==> src/rtl/stopwatch_core.sv <==
// BCD stopwatch/timer engine: a chain of per-digit-modulus BCD digits counting up or
// down on a timebase tick, with run/pause, clear, digit adjust, lap freeze and countdown.
module stopwatch_core #(
  parameter int unsigned NUM_DIGITS = 4,
  parameter logic [7:0]  MOD6_MASK  = 8'b0000_0010,
  parameter int unsigned SELW       = 3
) (
  input  logic                    clk,
  input  logic                    rst,
  input  logic                    tick,
  input  logic                    start_stop,
  input  logic                    clear,
  input  logic                    lap,
  input  logic                    down,
  input  logic                    adj,
  input  logic [SELW-1:0]         adj_sel,
  input  logic [3:0]              adj_val,
  input  logic                    adj_load,
  output logic [4*NUM_DIGITS-1:0] count,
  output logic [4*NUM_DIGITS-1:0] display,
  output logic                    running,
  output logic                    lap_active,
  output logic                    zero,
  output logic                    wrap,
  output logic                    done
);

  localparam int unsigned CW = 4 * NUM_DIGITS;

  function automatic logic [3:0] digit_max(input logic [2:0] idx);
    return MOD6_MASK[idx] ? 4'd5 : 4'd9;
  endfunction

  logic [CW-1:0] count_q, count_d;
  logic [CW-1:0] lap_q, lap_d;
  logic [CW-1:0] display_q, display_d;
  logic          running_q, running_d;
  logic          lap_active_q, lap_active_d;
  logic          zero_q, zero_d;
  logic          wrap_q, wrap_d;
  logic          done_q, done_d;

  logic [CW-1:0] up_cnt, dn_cnt;
  logic          all_max, dn_zero;
  logic          step_c;

  // Ripple carry/borrow across the digit chain, each digit with its own modulus
  always_comb begin
    logic       carry;
    logic       borrow;
    logic [3:0] d;
    logic [3:0] mx;
    up_cnt = '0;
    dn_cnt = '0;
    carry  = 1'b1;
    borrow = 1'b1;
    d      = '0;
    mx     = '0;
    for (int i = 0; i < int'(NUM_DIGITS); i++) begin
      d  = count_q[4*i +: 4];
      mx = digit_max(3'(i));
      if (carry) begin
        if (d == mx) begin
          up_cnt[4*i +: 4] = 4'd0;
        end else begin
          up_cnt[4*i +: 4] = d + 4'd1;
          carry            = 1'b0;
        end
      end else begin
        up_cnt[4*i +: 4] = d;
      end
      if (borrow) begin
        if (d == 4'd0) begin
          dn_cnt[4*i +: 4] = mx;
        end else begin
          dn_cnt[4*i +: 4] = d - 4'd1;
          borrow           = 1'b0;
        end
      end else begin
        dn_cnt[4*i +: 4] = d;
      end
    end
    all_max = carry;
    dn_zero = (dn_cnt == '0);
  end

  assign step_c = tick & running_q & ~adj;

  // Next-state: clear dominates; load and step are exclusive because step needs !adj
  always_comb begin
    count_d      = count_q;
    lap_d        = lap_q;
    lap_active_d = lap_active_q;
    running_d    = running_q;
    wrap_d       = 1'b0;
    done_d       = 1'b0;
    if (clear) begin
      count_d      = '0;
      lap_d        = '0;
      lap_active_d = 1'b0;
      running_d    = 1'b0;
    end else begin
      if (adj && adj_load) begin
        for (int i = 0; i < int'(NUM_DIGITS); i++) begin
          if (adj_sel == SELW'(i)) begin
            count_d[4*i +: 4] = (adj_val > digit_max(3'(i))) ? digit_max(3'(i)) : adj_val;
          end
        end
      end else if (step_c) begin
        count_d = down ? dn_cnt : up_cnt;
        wrap_d  = ~down & all_max;
        done_d  = down & dn_zero;
      end

      // A countdown may not be started from zero
      if (adj) begin
        running_d = 1'b0;
      end else if (start_stop && !(down && zero_q)) begin
        running_d = ~running_q;
      end else if (done_d) begin
        running_d = 1'b0;
      end

      if (lap) begin
        if (lap_active_q) begin
          lap_active_d = 1'b0;
        end else if (running_q) begin
          lap_d        = count_q;
          lap_active_d = 1'b1;
        end
      end
    end
    display_d = lap_active_d ? lap_d : count_d;
    zero_d    = (count_d == '0);
  end

  always_ff @(posedge clk or posedge rst) begin
    if (rst) begin
      count_q      <= '0;
      lap_q        <= '0;
      display_q    <= '0;
      running_q    <= 1'b0;
      lap_active_q <= 1'b0;
      zero_q       <= 1'b1;
      wrap_q       <= 1'b0;
      done_q       <= 1'b0;
    end else begin
      count_q      <= count_d;
      lap_q        <= lap_d;
      display_q    <= display_d;
      running_q    <= running_d;
      lap_active_q <= lap_active_d;
      zero_q       <= zero_d;
      wrap_q       <= wrap_d;
      done_q       <= done_d;
    end
  end

  assign count      = count_q;
  assign display    = display_q;
  assign running    = running_q;
  assign lap_active = lap_active_q;
  assign zero       = zero_q;
  assign wrap       = wrap_q;
  assign done       = done_q;

endmodule

==> config.mk <==
export PLATFORM = sky130hd
export DESIGN_NAME = stopwatch_core
export DESIGN_NICKNAME = d
export VERILOG_FILES = /design/src/rtl/stopwatch_core.sv
export SDC_FILE = /design/constraint.sdc
export NUM_CORES = 1
export LEC_CHECK = 0
export BUFFER_PORTS_ARGS = -buffer_cell sky130_fd_sc_hd__buf_2
export CORE_MARGIN = 1
export CORE_UTILIZATION = 55
export DETAILED_ROUTE_END_ITERATION = 12
export HOLD_SLACK_MARGIN = 0.06
export PLACE_DENSITY = 0.77
export SKIP_CTS_REPAIR_TIMING = 1
export SLEW_MARGIN = 25
export SYNTH_ARGS = -nofsm -noshare
export SYNTH_HDL_FRONTEND = slang
export SYNTH_SLANG_ARGS = --single-unit
==> constraint.sdc <==
create_clock -name clk -period 3.5 [get_ports clk]
set_input_delay 0.35 -clock clk [delete_from_list [all_inputs] [get_ports clk]]
set_output_delay 0.35 -clock clk [all_outputs]
set_load 0.05 [all_outputs]
==> results of run 1 <==
how the worst min path moves through the flow:
stage | start | end | cells past startpoint
3_5_place_dp | rst | lap_q[3] | 2
3_3_place_gp | lap_q[12] | lap_q[12] | 2
4_1_cts | rst | lap_q[3] | 2
6_report | rst | lap_q[3] | 2
2_1_floorplan | adj | running | 1
5_1_grt | rst | lap_q[2] | 2
worst max-delay path: cells and delay by family, from the launching register on:
| kind | cells | cell delay (ns) |
|---|---|---|
| compound gates | 3 | 0.69 |
| fa+ha+maj | 1 | 0.30 |
| buf+inv | 1 | 0.15 |
| flops | 1 | 0.48 |
| simple gates | 4 | 1.54 |
logic make-up (layout without fill, tap and decap cells):
group,after synthesis,count (layout)
mux,22,22
xor+xnor,1,1
simple gates,157,157
fa+ha+maj,14,14
buf+inv,48,85
compound gates,116,116
flops,53,53
area by class of cell:
cell class | instances | area [um2]
fillers | 539 | 2350
clock inverters | 1 | 30.0
flip-flops and latches | 53 | 1330
repair buffers | 57 | 298
inverters | 20 | 77.6
multi-input cells | 310 | 2050
well taps | 77 | 96.3
clock buffers | 7 | 86.3
stage by stage:
step / total power [uW] / area [um2]
finish: 1410 / 3970
floorplan: 905 / 3580
global route: 1460 / 3970
global placement: 981 / 3850
detailed placement: 985 / 3850
CTS: 1410 / 3970
cell usage in the layout (no fill, tap or decap), types with 5 or more instances in the layout:
| master | instances |
|---|---|
| a21oi_1 | 34 |
| nor3_1 | 19 |
| buf_4 | 5 |
| nand3b_1 | 5 |
| nor2_1 | 20 |
| buf_2 | 52 |
| mux2_2 | 16 |
| dfrtp_1 | 52 |
| nand3_1 | 13 |
| or3_1 | 6 |
| mux2i_1 | 5 |
| nand2_1 | 51 |
| o21ai_0 | 20 |
| ha_1 | 14 |
| clkbuf_8 | 6 |
| a31oi_1 | 8 |
| a211oi_1 | 12 |
| inv_1 | 18 |
flip-flops by register name, summed over array words and instances, names as in the netlist:
name and count:
done 1, lap_q 16, zero 1, count 16
lap_active 1, running 1, wrap 1, display 16
per-layer routing:
| layer | global-route usage | up-vias |
|---|---|---|
| li1 | - | 1588 |
| met3 | 0.0648 | 24 |
| met1 | 0.473 | 1666 |
| met5 | 0 | - |
| met4 | 0.0862 | 0 |
| met2 | 0.456 | 200 |
power breakdown:
part	leakage (uW)	switching [uW]	internal [uW]
registers	0.000729	26.4	632
clock network	0.0000585	200	233
logic	0.00105	224	97.6
total	0.00183	450	963
==> out/results.md, run 1 <==
| Quantity | This run |
| --- | --- |
| Result of the run | finished clean |
| Std-Cell Core Area | 6310 um2 |
| Cells on worst reg2reg path | 9 |
| Metal1 wirelength | 4510 um |
| Critical path start-end classification | flip-flop to flip-flop |
| Dominant cell by count in the synthesized netlist | dfrtp_1 |
| Total number of yosys warnings | 0 |
| Detail-routed net length per standard cell | 19.5 um |
| Share of synthesized area spent on multiplexers | 0.0705 |
| Worst hold slack | 0.133 ns |
| Final design utilization | 0.628 |
| Transition time at the pin with the least slew margin | 0.712 ns |
| Sequential fraction of the synthesis area | 0.370 |
| Type of the most critical hold path | input pin to async pin |
| RSZ-0062 raised after global routing | false |
| Post-synthesis share of cell area spent on full adders, half adders and majority gates | 0.0489 |
| Synthesized area per cell | 8.72 um2 |
| Post-place setup slack | 0.352 ns |
| Via Count | 3,478 |
| Final hold viol count | 0 |
| Routed met2 length | 4480 um |
| Highest routed layer | met4 |
| Vias per std cell | 6.62 |
| Crit path time final | 3.22 ns |
| Area fraction in compound gates after synthesis | 0.217 |
| Clock tree from TritonCTS | yes |
| Fin. max-slew vios | 0 |
| Final setup violating endpoints | 0 |
| Cell count after synthesis | 411 |
| Post-Syn Nets | 441 |
| Vias in the first global route | 2,985 |
| Crit Reg-Reg Endpoint | zero |
| RR Startpoint | count[0] |
| Number of remaining DRC errors | 0 |
| Relative area change from synthesis to final layout | 10.6% |
| R2R Setup Slk | 0.28 ns |
| Port Buffers | 52 |
| Stage delay of the slowest cell on the critical path | 0.63 ns |
| Pin count of the biggest net entering global routing | 54 |
| Required time of the critical path | 3.75 ns |
| Critical path startpoint | count[0] |
| Number of buffers created by CTS | 5 |
| Post-synth top area cell | dfrtp_1 |
| Worst slew margin | 0.525 |
| Top flip-flop cell by instance count after synthesis | dfrtp_1 |
| Drt total wl | 10,300 um |
| Fraction of the mapped netlist area in simple logic gates | 0.232 |
| Fraction of synthesized cell area taken by the top area cell type | 0.363 |
| Initial cell density of the core | 0.568 |
| Flops & latches, synth | 53 |
| Die footprint | 6840 um2 |
| Number of nets in the finished design | 477 |
| Proportion of layout cells with a drive suffix above 1 | 0.210 |
| Commonest cells in the synthesized netlist | dfrtp_1, nand2_1, a21oi_1 |
| Die Ht | 82.7 um |
| Total congestion overflow after global routing | 0 |
| Worst setup path endpoint | zero |
| Lkg Pwr | 0.00183 uW |
| WL met3 | 990 um |
| Pwr per Cell Area | 356 nW/um2 |
| Combined global-route utilization of all metal layers | 0.315 |
| Peak fanout along the critical path | 15 |
| Summed instance area of the synthesized netlist | 3580 um2 |
| Worst setup margin | 0.285 ns |
| Max-cap violation count | 0 |
| Highest clock frequency the design can meet | 311 MHz |
| Count of non-filler cells in the finished layout | 525 |
| Distinct cells, synth | 63 |
| Master of the slowest instance on the critical path | or3b_1 |
| Final TNS setup | 0 ns |
| Clock sink total | 53 |
| Post-DP HPWL | 7300 um |
| Final period util | 0.919 |
| Antenna diode instance count | 0 |
| Clock root buffer master | clkbuf_8 |
| Largest family of logic cells by synthesized area | simple AND/OR/NAND/NOR gates |
| I/O pin count | 53 |
| Clock latency of the later-clocked register in the worst-skew pair | 0.31 ns |
| Number of cell rows | 29 |
| Endpoint arrival time on the critical path | 3.47 ns |
| Initial antenna violation count | 0 |
| Dominant cells by area after synthesis | dfrtp_1, nand2_1, mux2_2 |
| Number of enable-type register cells in the synthesized netlist | 0 |
| Starting DRC count in detailed routing | 285 |
| Register clock-pin slew on the reported worst setup and hold paths | 0.10 ns |
| Final RePlAce weighted congestion | 0.973 |
| Kind of capture point of the worst setup path | flip-flop |
| Placed insts | 517 |
| Number of nets with antenna violations after detailed routing | 0 |
| Wire length of the first global-routing pass | 15,700 um |
| Xor and xnor fraction of the mapped netlist area | 0.00244 |
| Maximum root-to-sink buffer count | 2 |
| Ordered cell list for the critical path | inv_1 -> ha_1 -> or3b_1 -> o21ai_1 -> o2111ai_1 -> a31oi_1 -> or4b_1 -> nor3_1 -> and4bb_1 |
| H-tree levels | 2 |
| First-pass iteration count of the detailed router | 5 |
| Peak supply drop | 0.000273 V |
| Setup clock skew after layout | 0.00700 ns |
| DIE WIDTH | 82.7 um |
| Proportion of register bits with asynchronous set or reset after synthesis | 1.00 |
| Type of origin of the critical path | flip-flop |
(Power assumes the default switching activity.)
==> run 2: changes to the inputs <==
Settings changed: CORE_MARGIN 1 to 5, CORE_UTILIZATION 55 to 58, PLACE_DENSITY 0.77 to 0.81.
==> out/results.md, run 2 (same netlist as run 1, synthesis figures left out) <==
| Quantity | This run |
| --- | --- |
| Vias in the first global route | 3,366 |
| Layout fillers | 494 |
| Cells on worst reg2reg path | 9 |
| Net Switching | 453 uW |
| Drt total wl | 10,700 um |
| Net switching share of the total power | 0.331 |
| Critical path start-end classification | flip-flop to flip-flop |
| Clock sink total | 53 |
| Number of buffers created by CTS | 5 |
| Endpoint arrival time on the critical path | 3.56 ns |
| Number of remaining DRC errors | 0 |
| Final setup violating endpoints | 0 |
| Final TNS setup | 0 ns |
| Total congestion overflow after global routing | 0 |
| Clk pwr share | 0.279 |
| Port Buffers | 52 |
| I/O pin count | 53 |
| Cell area after layout | 3960 um2 |
| Register clock-pin slew on the reported worst setup and hold paths | 0.09 ns |
| Initial cell density of the core | 0.602 |
| Crit path time final | 3.32 ns |
| Worst setup margin | 0.184 ns |
| Highest clock frequency the design can meet | 302 MHz |
| Stage delay of the slowest cell on the critical path | 0.67 ns |
| RSZ-0062 raised after global routing | false |
| Worst slew margin | 0.442 |
| DIE WIDTH | 88.6 um |
| Std-Cell Core Area | 5960 um2 |
| Initial antenna violation count | 0 |
| First-pass iteration count of the detailed router | 5 |
| Placement Cell Area | 3850 um2 |
| Type of origin of the critical path | flip-flop |
| Wire length of the first global-routing pass | 17,300 um |
| Sequential share of power | 0.481 |
| Most used cells in the layout excluding fill and tap cells | dfrtp_1, buf_2, nand2_1 |
| Kind of capture point of the worst setup path | flip-flop |
| RR Startpoint | count[0] |
| Transition time at the pin with the least slew margin | 0.836 ns |
| Clock tree from TritonCTS | yes |
| Type of the most critical hold path | input pin to async pin |
| Vias per std cell | 6.78 |
| Antenna diode instance count | 0 |
| Setup clock skew after layout | 0.00219 ns |
| Result of the run | finished clean |
| Number of cell rows | 28 |
| Total internal power | 915 uW |
| Pwr per Cell Area | 345 nW/um2 |
| Footprint of the flip-flops and latches | 1330 um2 |
| Combined global-route utilization of all metal layers | 0.283 |
| Max-cap violation count | 0 |
| Final period util | 0.947 |
| Final design utilization | 0.665 |
| Final hold viol count | 0 |
| H-tree levels | 2 |
| Proportion of layout cells with a drive suffix above 1 | 0.216 |
| Starting DRC count in detailed routing | 451 |
| Detail-routed net length per standard cell | 20.4 um |
| Master of the slowest instance on the critical path | nor3b_2 |
| Maximum root-to-sink buffer count | 2 |
| Lkg Pwr | 0.00183 uW |
| Relative area change from synthesis to final layout | 10.5% |
| Crit Reg-Reg Endpoint | zero |
| Clock latency of the later-clocked register in the worst-skew pair | 0.30 ns |
| Peak supply drop | 0.000256 V |
| CP top delay family | simple AND/OR/NAND/NOR gates |
| Number of nets with antenna violations after detailed routing | 0 |
| Peak fanout along the critical path | 10 |
| Logic gate share of total power | 0.239 |
| Post-DP HPWL | 7620 um |
| Via Count | 3,553 |
| Fin. max-slew vios | 0 |
| Required time of the critical path | 3.74 ns |
| Worst hold slack | 0.128 ns |
| Number of nets in the finished design | 478 |
| Post-place setup slack | 0.295 ns |
| Multi-input gate area | 2050 um2 |
| Clock root buffer master | clkbuf_8 |
| Die Ht | 88.6 um |
| Pin count of the biggest net entering global routing | 54 |
| Die footprint | 7850 um2 |
| CP Buf/Inv Count | 1 |
| Ordered cell list for the critical path | inv_1 -> ha_1 -> nor3b_2 -> nand2_1 -> xnor2_1 -> o211a_1 -> or4_1 -> nor3_1 -> and4bb_1 |
| R2R Setup Slk | 0.18 ns |
| Final RePlAce weighted congestion | 0.941 |
run 2: how the worst max path moves through the flow:
stage / start / to / slack (ns) / cells after the start
5_1_grt: count[0] / zero / 0.01 / 9
6_report: count[0] / zero / 0.18 / 9
3_5_place_dp: count[0] / zero / 0.30 / 9
3_3_place_gp: count[0] / zero / 0.44 / 9
2_1_floorplan: count[0] / zero / 0.53 / 12
4_1_cts: count[0] / zero / 0.27 / 9
run 2: routing by layer:
metal,global-route usage,up-vias,share of wire
met5,0,-,0
met4,0.0920,0,0.029
li1,-,1593,-
met1,0.431,1654,0.44
met2,0.409,263,0.43
met3,0.0466,43,0.11
run 2: worst register-to-register path, cell delays in order (launching register included):
cell,delay [ns]
dfrtp_1,0.50
inv_1,0.15
ha_1,0.30
nor3b_2,0.67
nand2_1,0.20
xnor2_1,0.17
o211a_1,0.27
or4_1,0.56
nor3_1,0.20
and4bb_1,0.23
run 2: cell type report:
cell class              count  share of cell area
well taps                  75              0.0237
clock inverters             1             0.00221
inverters                  20              0.0196
multi-input cells         310               0.518
clock buffers               7              0.0243
flip-flops and latches     53               0.335
repair buffers             58              0.0771
run 2: power by group through the flow:
| stage | clock [uW] | combinational [uW] | sequential (uW) |
|---|---|---|---|
| final | 382 | 327 | 659 |
| after global routing | 418 | 349 | 662 |
| after CTS | 389 | 319 | 657 |
| after detailed placement | 0 | 317 | 669 |
| after global placement | 0 | 315 | 669 |
| after floorplan | 0 | 183 | 722 |
run 2: metrics by stage:
stage	total power (uW)	cells
floorplan	905	411
global placement	984	516
detailed placement	986	516
CTS	1370	524
global route	1430	524
finish	1370	524
==> run 3: changes to the inputs <==
Settings changed: CTS_CLUSTER_SIZE set to 12, PLACE_DENSITY 0.81 to 0.92, SLEW_MARGIN 25 to 20.
==> out/results.md, run 3 (same netlist as run 1, synthesis figures left out) <==
| Quantity | This run |
| --- | --- |
| Initial antenna violation count | 0 |
| Kind of capture point of the worst setup path | flip-flop |
| Die footprint | 7850 um2 |
| Most used cells in the layout excluding fill and tap cells | dfrtp_1, buf_2, nand2_1 |
| GR Util met2 | 0.450 |
| Critical path startpoint | count[1] |
| Setup clock skew after layout | 0.0114 ns |
| Post-DP HPWL | 7830 um |
| CP Buf/Inv Count | 1 |
| Total congestion overflow after global routing | 0 |
| Sequential share of power | 0.480 |
| Vias in the first global route | 3,387 |
| Type of the most critical hold path | input pin to async pin |
| Final hold viol count | 0 |
| Transition time at the pin with the least slew margin | 0.908 ns |
| Crit path time final | 3.30 ns |
| Relative area change from synthesis to final layout | 10.7% |
| Clock latency of the later-clocked register in the worst-skew pair | 0.32 ns |
| Net Switching | 477 uW |
| Ordered cell list for the critical path | inv_1 -> ha_1 -> or3b_1 -> o21ai_1 -> o2111ai_1 -> a31oi_1 -> or4b_1 -> nor3_1 -> and4bb_1 |
| Lkg Pwr | 0.00184 uW |
| Peak supply drop | 0.000292 V |
| Proportion of layout cells with a drive suffix above 1 | 0.217 |
| Final setup violating endpoints | 0 |
| Register clock-pin slew on the reported worst setup and hold paths | 0.11 ns |
| Type of origin of the critical path | flip-flop |
| Stage delay of the slowest cell on the critical path | 0.63 ns |
| DIE WIDTH | 88.6 um |
| Final RePlAce weighted congestion | 1.00 |
| Pin count of the biggest net entering global routing | 54 |
| Worst slew margin | 0.395 |
| Port Buffers | 52 |
| Initial cell density of the core | 0.602 |
| Final TNS setup | 0 ns |
| Highest clock frequency the design can meet | 303 MHz |
| Final design utilization | 0.666 |
| Result of the run | finished clean |
| H-tree levels | 2 |
| CP top delay family | simple AND/OR/NAND/NOR gates |
| Crit Reg-Reg Endpoint | zero |
| Worst hold slack | 0.174 ns |
| Required time of the critical path | 3.76 ns |
| Drt total wl | 11,000 um |
| Master of the slowest instance on the critical path | or3b_1 |
| Cells on worst reg2reg path | 9 |
| Number of cell rows | 28 |
| Endpoint arrival time on the critical path | 3.56 ns |
| Net switching share of the total power | 0.347 |
| Peak fanout along the critical path | 15 |
| Critical path start-end classification | flip-flop to flip-flop |
| Clk pwr share | 0.281 |
| Met3 Usage GRT | 0.0493 |
| Vias per std cell | 6.97 |
| Maximum root-to-sink buffer count | 2 |
| Number of nets with antenna violations after detailed routing | 0 |
| Combined global-route utilization of all metal layers | 0.287 |
| Pwr per Cell Area | 346 nW/um2 |
| Via Count | 3,667 |
| Wire length of the first global-routing pass | 17,300 um |
| Placed insts | 518 |
| RSZ-0062 raised after global routing | false |
| Met1 Use GR | 0.402 |
| Fin. max-slew vios | 0 |
| First-pass iteration count of the detailed router | 5 |
| Starting DRC count in detailed routing | 639 |
| Detail-routed net length per standard cell | 20.8 um |
| Max-cap violation count | 0 |
| Number of remaining DRC errors | 0 |
| Number of nets in the finished design | 480 |
| Final period util | 0.942 |
| Clock tree from TritonCTS | yes |
| Die Ht | 88.6 um |
| Total internal power | 896 uW |
| CP Depth | 9 |
| Logic gate share of total power | 0.239 |
| Std-Cell Core Area | 5960 um2 |
| GRT Max-Usage Layer | met2 |
| Number of buffers created by CTS | 5 |
| RR Startpoint | count[1] |
| I/O pin count | 53 |
| Pwr Total | 1370 uW |
| Antenna diode instance count | 0 |
| Clock root buffer master | clkbuf_8 |
| Count of non-filler cells in the finished layout | 526 |
| R2R Setup Slk | 0.20 ns |
| Clock sink total | 53 |
==> run 3: per-layer routing <==
metal	vias up	wire length, um
met5	-	0
met4	0	308
met3	39	1290
met2	296	5050
met1	1733	4310
li1	1599	-
==> run 3: how the worst max path moves through the flow <==
stage	end	slack, ns
after floorplan	zero	0.53
after global placement	zero	0.49
after detailed placement	zero	0.35
after CTS	zero	0.31
after global routing	zero	0.08
final	zero	0.20
==> run 3: metrics by stage <==
step	area, um2	setup WS [ns]
6_report	3970	0.203
5_1_grt	3970	0.0841
4_1_cts	3970	0.313
3_5_place_dp	3870	0.346
3_3_place_gp	3870	0.493
2_1_floorplan	3580	0.525
==> run 3: area by class of cell <==
class	instances	area, um2
Clock buffer	6	82.6
Clock inverter	2	17.5
Fill cell	492	1990
Inverter	20	76.3
Multi-Input combinational cell	310	2050
Sequential cell	53	1330
Tap cell	75	93.8
Timing Repair Buffer	60	320
==> run 3: power by group through the flow <==
stage	clock network, uW	registers (uW)	logic, uW
2_1_floorplan	0	722	183
3_3_place_gp	0	668	314
3_5_place_dp	0	669	320
4_1_cts	386	657	322
5_1_grt	415	662	349
6_report	386	659	329
